### src/rtl/madv_pkg.sv
`default_nettype none
// ============================================================================
//  Module      : madv_pkg
//  Description : Shared types and constants for the MAC dot-product
//                accelerator requantisation stage.
//  Revision    : 1.0 - initial release
// ============================================================================
package madv_pkg;

  // Width of one dot-product result produced by the accelerator
  localparam int MADV_RES_W = 32;

  // int8 saturation bounds
  localparam int INT8_MIN = -128;
  localparam int INT8_MAX = 127;

  // Configuration register select
  typedef enum logic [1:0] {
    CFG_BIAS  = 2'd0,
    CFG_MULT  = 2'd1,
    CFG_SHIFT = 2'd2,
    CFG_ZP    = 2'd3
  } cfg_sel_e;

  // Width-fixed part of the requantisation configuration
  typedef struct packed {
    logic [MADV_RES_W-1:0] bias;  // signed additive bias
    logic [7:0]            zp;    // signed output zero-point
  } requant_cfg_t;

endpackage : madv_pkg
`default_nettype wire

### src/rtl/madv_requant_pack.sv
`default_nettype none
// ============================================================================
//  Module      : madv_requant_pack
//  Description : int8 lane packer. Collects requantised lanes into a word,
//                handles the pending-flush flag and owns the output register
//                with valid/ready backpressure. The stall it derives freezes
//                the whole upstream pipeline.
//  Revision    : 1.0 - initial release
// ============================================================================
module madv_requant_pack
  import madv_pkg::*;
#(
  parameter int PACK_LANES = 4
) (
  input  logic        clk_i,
  input  logic        rst_i,
  input  logic        s3_valid_i,
  input  logic [7:0]  s3_data_i,
  input  logic        pipe_empty_i,
  input  logic        flush_i,
  input  logic        out_ready_i,
  output logic        adv_o,
  output logic        flush_pend_o,
  output logic        lanes_busy_o,
  output logic        out_valid_o,
  output logic [31:0] out_data_o,
  output logic [2:0]  out_count_o
);

  localparam logic [2:0] C_LANES = 3'(PACK_LANES);

  logic [PACK_LANES-1:0][7:0] lanes_q, lanes_d, lanes_wr;
  logic [2:0]                 cnt_q, cnt_d, cnt_inc;
  logic                       pend_q, pend_d;
  logic                       out_valid_q, out_valid_d;
  logic [31:0]                out_data_q, out_data_d, word;
  logic [2:0]                 out_count_q, out_count_d;
  logic                       stall, wr, full, flush_go, flush_emit;

  // Handshake: a held, untaken output word freezes everything upstream
  always_comb begin
    stall      = out_valid_q & ~out_ready_i;
    wr         = ~stall & s3_valid_i;
    cnt_inc    = cnt_q + 3'd1;
    full       = wr && (cnt_inc == C_LANES);
    // An empty pipeline means no lane is written in the same cycle
    flush_go   = pend_q & pipe_empty_i & ~stall;
    flush_emit = flush_go & (cnt_q != 3'd0);
  end

  // Lane write and word assembly; unwritten lanes are zero
  always_comb begin
    lanes_wr = lanes_q;
    for (int k = 0; k < PACK_LANES; k++) begin
      if (wr && (cnt_q == 3'(k))) lanes_wr[k] = s3_data_i;
    end
    word = '0;
    for (int k = 0; k < PACK_LANES; k++) begin
      word[8*k +: 8] = lanes_wr[k];
    end
  end

  // Next state for the lane counter, flush flag and output register
  always_comb begin
    lanes_d     = lanes_wr;
    cnt_d       = cnt_q;
    pend_d      = flush_i | (pend_q & ~flush_go);
    out_valid_d = out_valid_q;
    out_data_d  = out_data_q;
    out_count_d = out_count_q;
    if (full || flush_go) begin
      lanes_d = '0;
      cnt_d   = 3'd0;
    end else if (wr) begin
      cnt_d   = cnt_inc;
    end
    if (full) begin
      out_valid_d = 1'b1;
      out_data_d  = word;
      out_count_d = C_LANES;
    end else if (flush_emit) begin
      out_valid_d = 1'b1;
      out_data_d  = word;
      out_count_d = cnt_q;
    end else if (out_ready_i) begin
      out_valid_d = 1'b0;
    end
  end

  // State registers
  always_ff @(posedge clk_i or posedge rst_i) begin
    if (rst_i) begin
      lanes_q     <= '0;
      cnt_q       <= 3'd0;
      pend_q      <= 1'b0;
      out_valid_q <= 1'b0;
      out_data_q  <= 32'd0;
      out_count_q <= 3'd0;
    end else begin
      lanes_q     <= lanes_d;
      cnt_q       <= cnt_d;
      pend_q      <= pend_d;
      out_valid_q <= out_valid_d;
      out_data_q  <= out_data_d;
      out_count_q <= out_count_d;
    end
  end

  assign adv_o        = ~stall;
  assign flush_pend_o = pend_q;
  assign lanes_busy_o = (cnt_q != 3'd0);
  assign out_valid_o  = out_valid_q;
  assign out_data_o   = out_data_q;
  assign out_count_o  = out_count_q;

endmodule : madv_requant_pack
`default_nettype wire

### src/rtl/madv_requant.sv
`default_nettype none
// ============================================================================
//  Module      : madv_requant
//  Description : Requantisation stage of the MAC dot-product accelerator.
//                bias add -> unsigned scale multiply -> rounding shift,
//                zero-point and int8 clamp, then lane packing for writeback.
//                Optional feature macro: MADV_REQUANT_RELU_EN (stores the
//                relu bit; relu clamps the lower bound to the zero-point).
//  Revision    : 1.0 - initial release
// ============================================================================
module madv_requant
  import madv_pkg::*;
#(
  parameter int PACK_LANES = 4,
  parameter int MULT_W     = 16,
  parameter int SHIFT_W    = 5
) (
  input  logic        clk_i,
  input  logic        rst_i,
  input  logic        cfg_valid_i,
  input  logic [1:0]  cfg_sel_i,
  input  logic [31:0] cfg_data_i,
  input  logic        in_valid_i,
  input  logic [31:0] in_data_i,
  output logic        in_ready_o,
  input  logic        flush_i,
  output logic        out_valid_o,
  output logic [31:0] out_data_o,
  output logic [2:0]  out_count_o,
  input  logic        out_ready_i,
  output logic        busy_o
);

  localparam int A_W = MADV_RES_W + 1;     // bias sum, cannot overflow
  localparam int P_W = A_W + MULT_W + 1;   // signed product width

  requant_cfg_t          cfg_q;
  logic [MULT_W-1:0]     mult_q;
  logic [SHIFT_W-1:0]    shift_q;
  logic                  relu;

  logic                  v1_q, v2_q, v3_q;
  logic signed [A_W-1:0] a1_q, a_d;
  logic signed [P_W-1:0] p2_q, p_d;
  logic [7:0]            lane3_q, lane_d;

  logic                  adv, pend, lanes_busy, in_fire, cfg_we;
  logic signed [P_W-1:0] mul_a, mul_b, rnd, rsum, rshr, vsum, lo;

  assign in_fire = in_valid_i & in_ready_o;
  assign cfg_we  = cfg_valid_i & ~busy_o;

  // Configuration registers, writable only while the block is idle
  always_ff @(posedge clk_i or posedge rst_i) begin
    if (rst_i) begin
      cfg_q   <= '0;
      mult_q  <= MULT_W'(1);
      shift_q <= '0;
    end else if (cfg_we) begin
      unique case (cfg_sel_e'(cfg_sel_i))
        CFG_BIAS:  cfg_q.bias <= cfg_data_i;
        CFG_MULT:  mult_q     <= cfg_data_i[MULT_W-1:0];
        CFG_SHIFT: shift_q    <= cfg_data_i[SHIFT_W-1:0];
        CFG_ZP:    cfg_q.zp   <= cfg_data_i[7:0];
      endcase
    end
  end

`ifdef MADV_REQUANT_RELU_EN
  logic relu_q;
  // relu flag shares the zero-point register select
  always_ff @(posedge clk_i or posedge rst_i) begin
    if (rst_i)
      relu_q <= 1'b0;
    else if (cfg_we && (cfg_sel_e'(cfg_sel_i) == CFG_ZP))
      relu_q <= cfg_data_i[8];
  end
  assign relu = relu_q;
`else
  assign relu = 1'b0;
`endif

  // Arithmetic for all three stages
  always_comb begin
    a_d   = A_W'($signed(in_data_i)) + A_W'($signed(cfg_q.bias));
    mul_a = P_W'(a1_q);
    mul_b = P_W'({1'b0, mult_q});
    p_d   = mul_a * mul_b;
    rnd   = '0;
    if (shift_q != '0) rnd = P_W'(1) <<< (shift_q - SHIFT_W'(1));
    rsum  = p2_q + rnd;
    rshr  = rsum >>> shift_q;
    vsum  = rshr + P_W'($signed(cfg_q.zp));
    lo    = relu ? P_W'($signed(cfg_q.zp)) : P_W'(INT8_MIN);
    if (vsum > P_W'(INT8_MAX))
      lane_d = 8'(INT8_MAX);
    else if (vsum < lo)
      lane_d = lo[7:0];
    else
      lane_d = vsum[7:0];
  end

  // Pipeline registers; every stage holds while the output is stalled
  always_ff @(posedge clk_i or posedge rst_i) begin
    if (rst_i) begin
      v1_q    <= 1'b0;
      v2_q    <= 1'b0;
      v3_q    <= 1'b0;
      a1_q    <= '0;
      p2_q    <= '0;
      lane3_q <= '0;
    end else if (adv) begin
      v1_q    <= in_fire;
      v2_q    <= v1_q;
      v3_q    <= v2_q;
      a1_q    <= a_d;
      p2_q    <= p_d;
      lane3_q <= lane_d;
    end
  end

  madv_requant_pack #(
    .PACK_LANES (PACK_LANES)
  ) u_pack (
    .clk_i        (clk_i),
    .rst_i        (rst_i),
    .s3_valid_i   (v3_q),
    .s3_data_i    (lane3_q),
    .pipe_empty_i (~(v1_q | v2_q | v3_q)),
    .flush_i      (flush_i),
    .out_ready_i  (out_ready_i),
    .adv_o        (adv),
    .flush_pend_o (pend),
    .lanes_busy_o (lanes_busy),
    .out_valid_o  (out_valid_o),
    .out_data_o   (out_data_o),
    .out_count_o  (out_count_o)
  );

  // New input is held off while stalled or while a flush is outstanding
  assign in_ready_o = adv & ~pend;
  assign busy_o     = v1_q | v2_q | v3_q | lanes_busy | out_valid_o | pend;

endmodule : madv_requant
`default_nettype wire

### config.mk
export PLATFORM = sky130hd
export DESIGN_NAME = madv_requant
export DESIGN_NICKNAME = d
export VERILOG_FILES = /design/src/rtl/madv_pkg.sv /design/src/rtl/madv_requant_pack.sv /design/src/rtl/madv_requant.sv
export SDC_FILE = /design/constraint.sdc
export NUM_CORES = 2
export LEC_CHECK = 0
export ABC_AREA = 1
export BUFFER_PORTS_ARGS = -buffer_cell sky130_fd_sc_hd__buf_4
export CORE_MARGIN = 2
export CORE_UTILIZATION = 40
export DETAILED_ROUTE_END_ITERATION = 16
export REMOVE_ABC_BUFFERS = 1
export SETUP_SLACK_MARGIN = 0.05
export SLEW_MARGIN = 40
export SYNTH_ARGS = -nofsm -noshare
export SYNTH_HDL_FRONTEND = slang
export SYNTH_SLANG_ARGS = --single-unit
### constraint.sdc
create_clock -name clk_i -period 6.25 [get_ports clk_i]
set_input_delay 0 -clock clk_i [delete_from_list [all_inputs] [get_ports clk_i]]
set_output_delay 0 -clock clk_i [all_outputs]
set_load 0.02 [all_outputs]
==> summary.md <==
Detailed placement HPWL: 108000 microns. The cell class contributing the biggest share of worst-path delay is simple AND/OR/NAND/NOR gates. The final hold violation count is 7, and the post-detailed-route wirelength per cell is 18.0 microns. For the arrival time at the worst endpoint, the log shows 6.70 ns.

In this run the clock root is driven by a sky130_fd_sc_hd__clkbuf_16. The tools report the origin of the critical flop-to-flop path as shift_q[3]$_DFFE_PP0P_. Clock transition time at the flip-flop clock pins of the worst setup and hold paths: 0.06 ns.

The initial core utilization was 0.402; the vias after detailed routing was 39238. The synthesized design contains 227 register bits. Once detail routing completed, the nets flagged for antenna violations numbered 0.

Port buffering added 109 buffers. The delay of the slowest cell on the worst path is 0.48 ns, and the met3 global-route usage is 0.0296. Setup violations remaining at the end of the flow were counted as 0. Via count of the first global-routing pass: 38250.

Met1 layer usage reported by global route: 0.378. The number of optimization iterations in the first detailed-route pass was 7. The checks that failed: hold timing. The endpoint identified for the worst register-to-register timing path is lane3_q[2]$_DFFE_PP0N_. STA classifies the critical path endpoint as a flop. In the final timing run, aggregate negative setup slack is 0 ns. The logs give 0.101 sq mm for the floorplan die area and 0.0394 sq mm for the area of the mapped netlist.

Yosys printed 0 warnings. The run gives 0 as the count of final max-slew check failures. Setup repair after global routing could not meet its margin everywhere. The layout has 9193 filler cells. The area growth from synthesis to layout is 35.2%.

After detailed routing, the number of vias per cell comes to 5.13. For the pin with the worst max-slew slack, the measured transition is 0.933 ns. The min-delay analysis places its worst path in the category primary input to flop. The number of H-tree branching levels was 1. TritonCTS built the clock tree. In this run the vertical extent of the chip is 318 microns. The path with the worst hold slack has its endpoint at cfg_q[1]$_DFFE_PP0P_. The setup check on the worst reg-to-reg path leaves a slack of 0.08 ns. Along the worst hold path, the cell count comes to 4. The multi-input combinational cells in the finished layout cover a total of 0.0334 sq mm.

Overall routed net length: 138000 microns. Area share of the leading cell type in the synthesized netlist: 0.257. For the final database, setup skew stands at 0.0371 ns. The endpoint required time on the critical path came out at 6.78 ns. In this run the most used layer during global routing was met2.

For the register cell area after layout, the log shows 0.00571 sq mm. Hold path startpoint: cfg_valid_i. The worst path in the final design needs a cycle of 6.17 ns, including I/O delays and setup.

The run gives 162 MHz as the maximum clock frequency. Leaving out fill and tap cells, the most frequent cells in the layout are 1409 x sky130_fd_sc_hd__nand2_1, 1110 x sky130_fd_sc_hd__inv_1, 695 x sky130_fd_sc_hd__buf_4. The initialized floorplan defines 115 standard-cell rows. The area of the core was 0.0980 sq mm. The worst setup path category was flop to flop. CTS saw 227 sinks. The average cell area after synthesis is 6.94 sq um, and the weighted congestion reported at the end of routability-driven placement is 0.960. The number of nets in the final layout came out at 7155. After detailed routing, the number of remaining DRC violations is 0. Library cell appearing most often on the critical path: sky130_fd_sc_hd__nand2_2. The flow ran to the end, but the final reports show violations.

The number of I/O pins was 110; the die width was 318 microns. The count of cell instances traversed by the critical path was 43; the wire length of the first global-routing pass was 211000 microns. The longest clock path from root to sink contains 3 buffers. After global routing the overflow that remains totals 0. The headroom to the max-slew limit is 0.378, and the total routing resource utilization after global routing is 0.261.

The number of cells produced by synthesis was 5682. Ranked by total cell area, the synthesized netlist is headed by sky130_fd_sc_hd__fa_1 26%, sky130_fd_sc_hd__nand2_1 16%, sky130_fd_sc_hd__dfrtp_1 14%. The library cell used most frequently in the layout, excluding fill and tap cells, is sky130_fd_sc_hd__nand2_1. The sum of buffers and inverters on the critical path came out at 7. The tools report the max-capacitance violation count as 0. The tools report the category of the worst setup path launch point as a flop. The clock reaches the later pin of the worst-skew pair after 0.62 ns. The fraction of final layout cells with drive strength greater than 1 came out at 0.289.

For this design, the slowest cell found on the critical path is sky130_fd_sc_hd__dfrtp_1. The largest net degree at the start of global routing was 128; the worst reg2reg path depth was 43. The run gives 0.144 as the sequential area share after synthesis.

The distinct cell type count after synthesis is 57. The largest total area in the synthesized netlist belongs to sky130_fd_sc_hd__fa_1. Detailed router's first-iteration violation count: 3330. The CTS buffer count is 30, and the worst hold margin is -0.0438 ns. The final clock period utilization by the worst path is 0.987, and the maximum fanout along the worst path is 12. The global-route met2 utilization is 0.418. The initial antenna violation count was 4.
==> per-layer routing <==
metal	part of all wire	wire [microns]	up-vias
met5	0.00027	37	-
met2	0.45	62400	1201
met4	0.026	3600	6
met1	0.45	62500	19119
li1	-	-	18721
met3	0.066	9130	191
==> kinds of logic (layout without fill, tap and decap cells) <==
| logic type | count (synthesis) | in the layout | share of synthesized area |
|---|---|---|---|
| and+or+nand+nor | 2633 | 2633 | 0.280 |
| xor gates and xnor gates | 82 | 82 | 0.0182 |
| AOI/OAI and AO/OA | 554 | 554 | 0.0788 |
| DFF | 227 | 227 | 0.144 |
| adders and majority gates | 744 | 744 | 0.333 |
| other | 1 | 3 | 0.0000952 |
| buffers and inverters | 1389 | 2070 | 0.133 |
| muxes | 52 | 52 | 0.0137 |
==> registers in the layout (all words and copies together), names as in the netlist, 3 cells and up <==
register / cells
u_pack.out_count_o: 3
lane3_q: 8
shift_q: 5
u_pack.out_data_o: 32
a1_q: 33
u_pack.lanes_q: 32
cfg_q: 40
p2_q: 50
u_pack.cnt_q: 3
mult_q: 16
==> per-stage QoR <==
stage | worst slack, ns | cell area [sq um] | utilization | instances
finish | 0.0838 | 53300 | 0.544 | 7652
global route | -0.309 | 53300 | 0.544 | 7650
global placement | -0.496 | 45400 | 0.463 | 7413
CTS | 0.0436 | 48300 | 0.493 | 7566
detailed placement | -0.351 | 45400 | 0.463 | 7413
floorplan | -0.818 | 38600 | - | 5458
==> tightest hold or removal path, cell delays in order <==
cell	delay (ns)
sky130_fd_sc_hd__buf_4	0.11
sky130_fd_sc_hd__nand2_1	0.11
sky130_fd_sc_hd__nor2_2	0.13
sky130_fd_sc_hd__o21ai_0	0.16
==> worst max-delay path by stage <==
stage | end | slack (ns) | startpoint
after CTS | p2_q[49]$_DFFE_PP0N_ | 0.04 | mult_q[3]$_DFFE_PP0P_
final | lane3_q[2]$_DFFE_PP0N_ | 0.08 | shift_q[3]$_DFFE_PP0P_
after global placement | lane3_q[4]$_DFFE_PP0N_ | -0.50 | shift_q[0]$_DFFE_PP0P_
after floorplan | u_pack.out_data_o[0]$_DFFE_PP0P_ | -0.82 | u_pack.out_valid_o$_DFFE_PP0P_
after detailed placement | p2_q[36]$_DFFE_PP0N_ | -0.35 | a1_q[10]$_DFFE_PP0N_
after global routing | lane3_q[2]$_DFFE_PP0N_ | -0.31 | shift_q[1]$_DFFE_PP0P_
==> layout make-up <==
cell class	instances	share of cell area
Antenna cell	2	0.0000939
Clock buffer	36	0.0155
Clock inverter	20	0.00430
Inverter	1165	0.0824
Multi-Input combinational cell	4066	0.626
Sequential cell	227	0.107
Tap cell	1287	0.0302
Timing Repair Buffer	849	0.134
==> cells in the mapped netlist, drive strengths merged <==
| master | count |
|---|---|
| nor4 | 11 |
| o21a | 10 |
| clkinv | 4 |
| o221ai | 1 |
| nor3b | 1 |
| mux2 | 16 |
| a21boi | 5 |
| nor3 | 33 |
| buf | 33 |
| o311ai | 1 |
| and2 | 5 |
| o22ai | 2 |
| ha | 238 |
| a21o | 13 |
| inv | 1161 |
| o21bai | 34 |
| dfstp | 1 |
| o21ai | 231 |
| nand2 | 1666 |
| nand3b | 8 |
| xor2 | 50 |
| fa | 506 |
| or2 | 41 |
| xnor2 | 32 |
| o211ai | 14 |
| a21oi | 195 |
| mux2i | 36 |
| a211oi | 1 |
| nor2 | 347 |
| conb | 1 |
| a31oi | 40 |
| o2111ai | 2 |
| nand4 | 57 |
| o31ai | 5 |
| clkbuf | 191 |
| dfrtp | 226 |
| and3 | 5 |
| nand3 | 459 |
==> timing repair <==
item                                    4_1_cts  5_1_grt
endpoints found under the hold margin       198        6
resized for setup                           203      975
setup buffers                                11       75
pin swaps                                    52      366
gates cloned                                  1        6
hold buffers                                 85        1
endpoints found under the setup margin       25       31
Power is not shown: default switching activity piles up to over one toggle a cycle in this logic, so the estimate is an artifact.
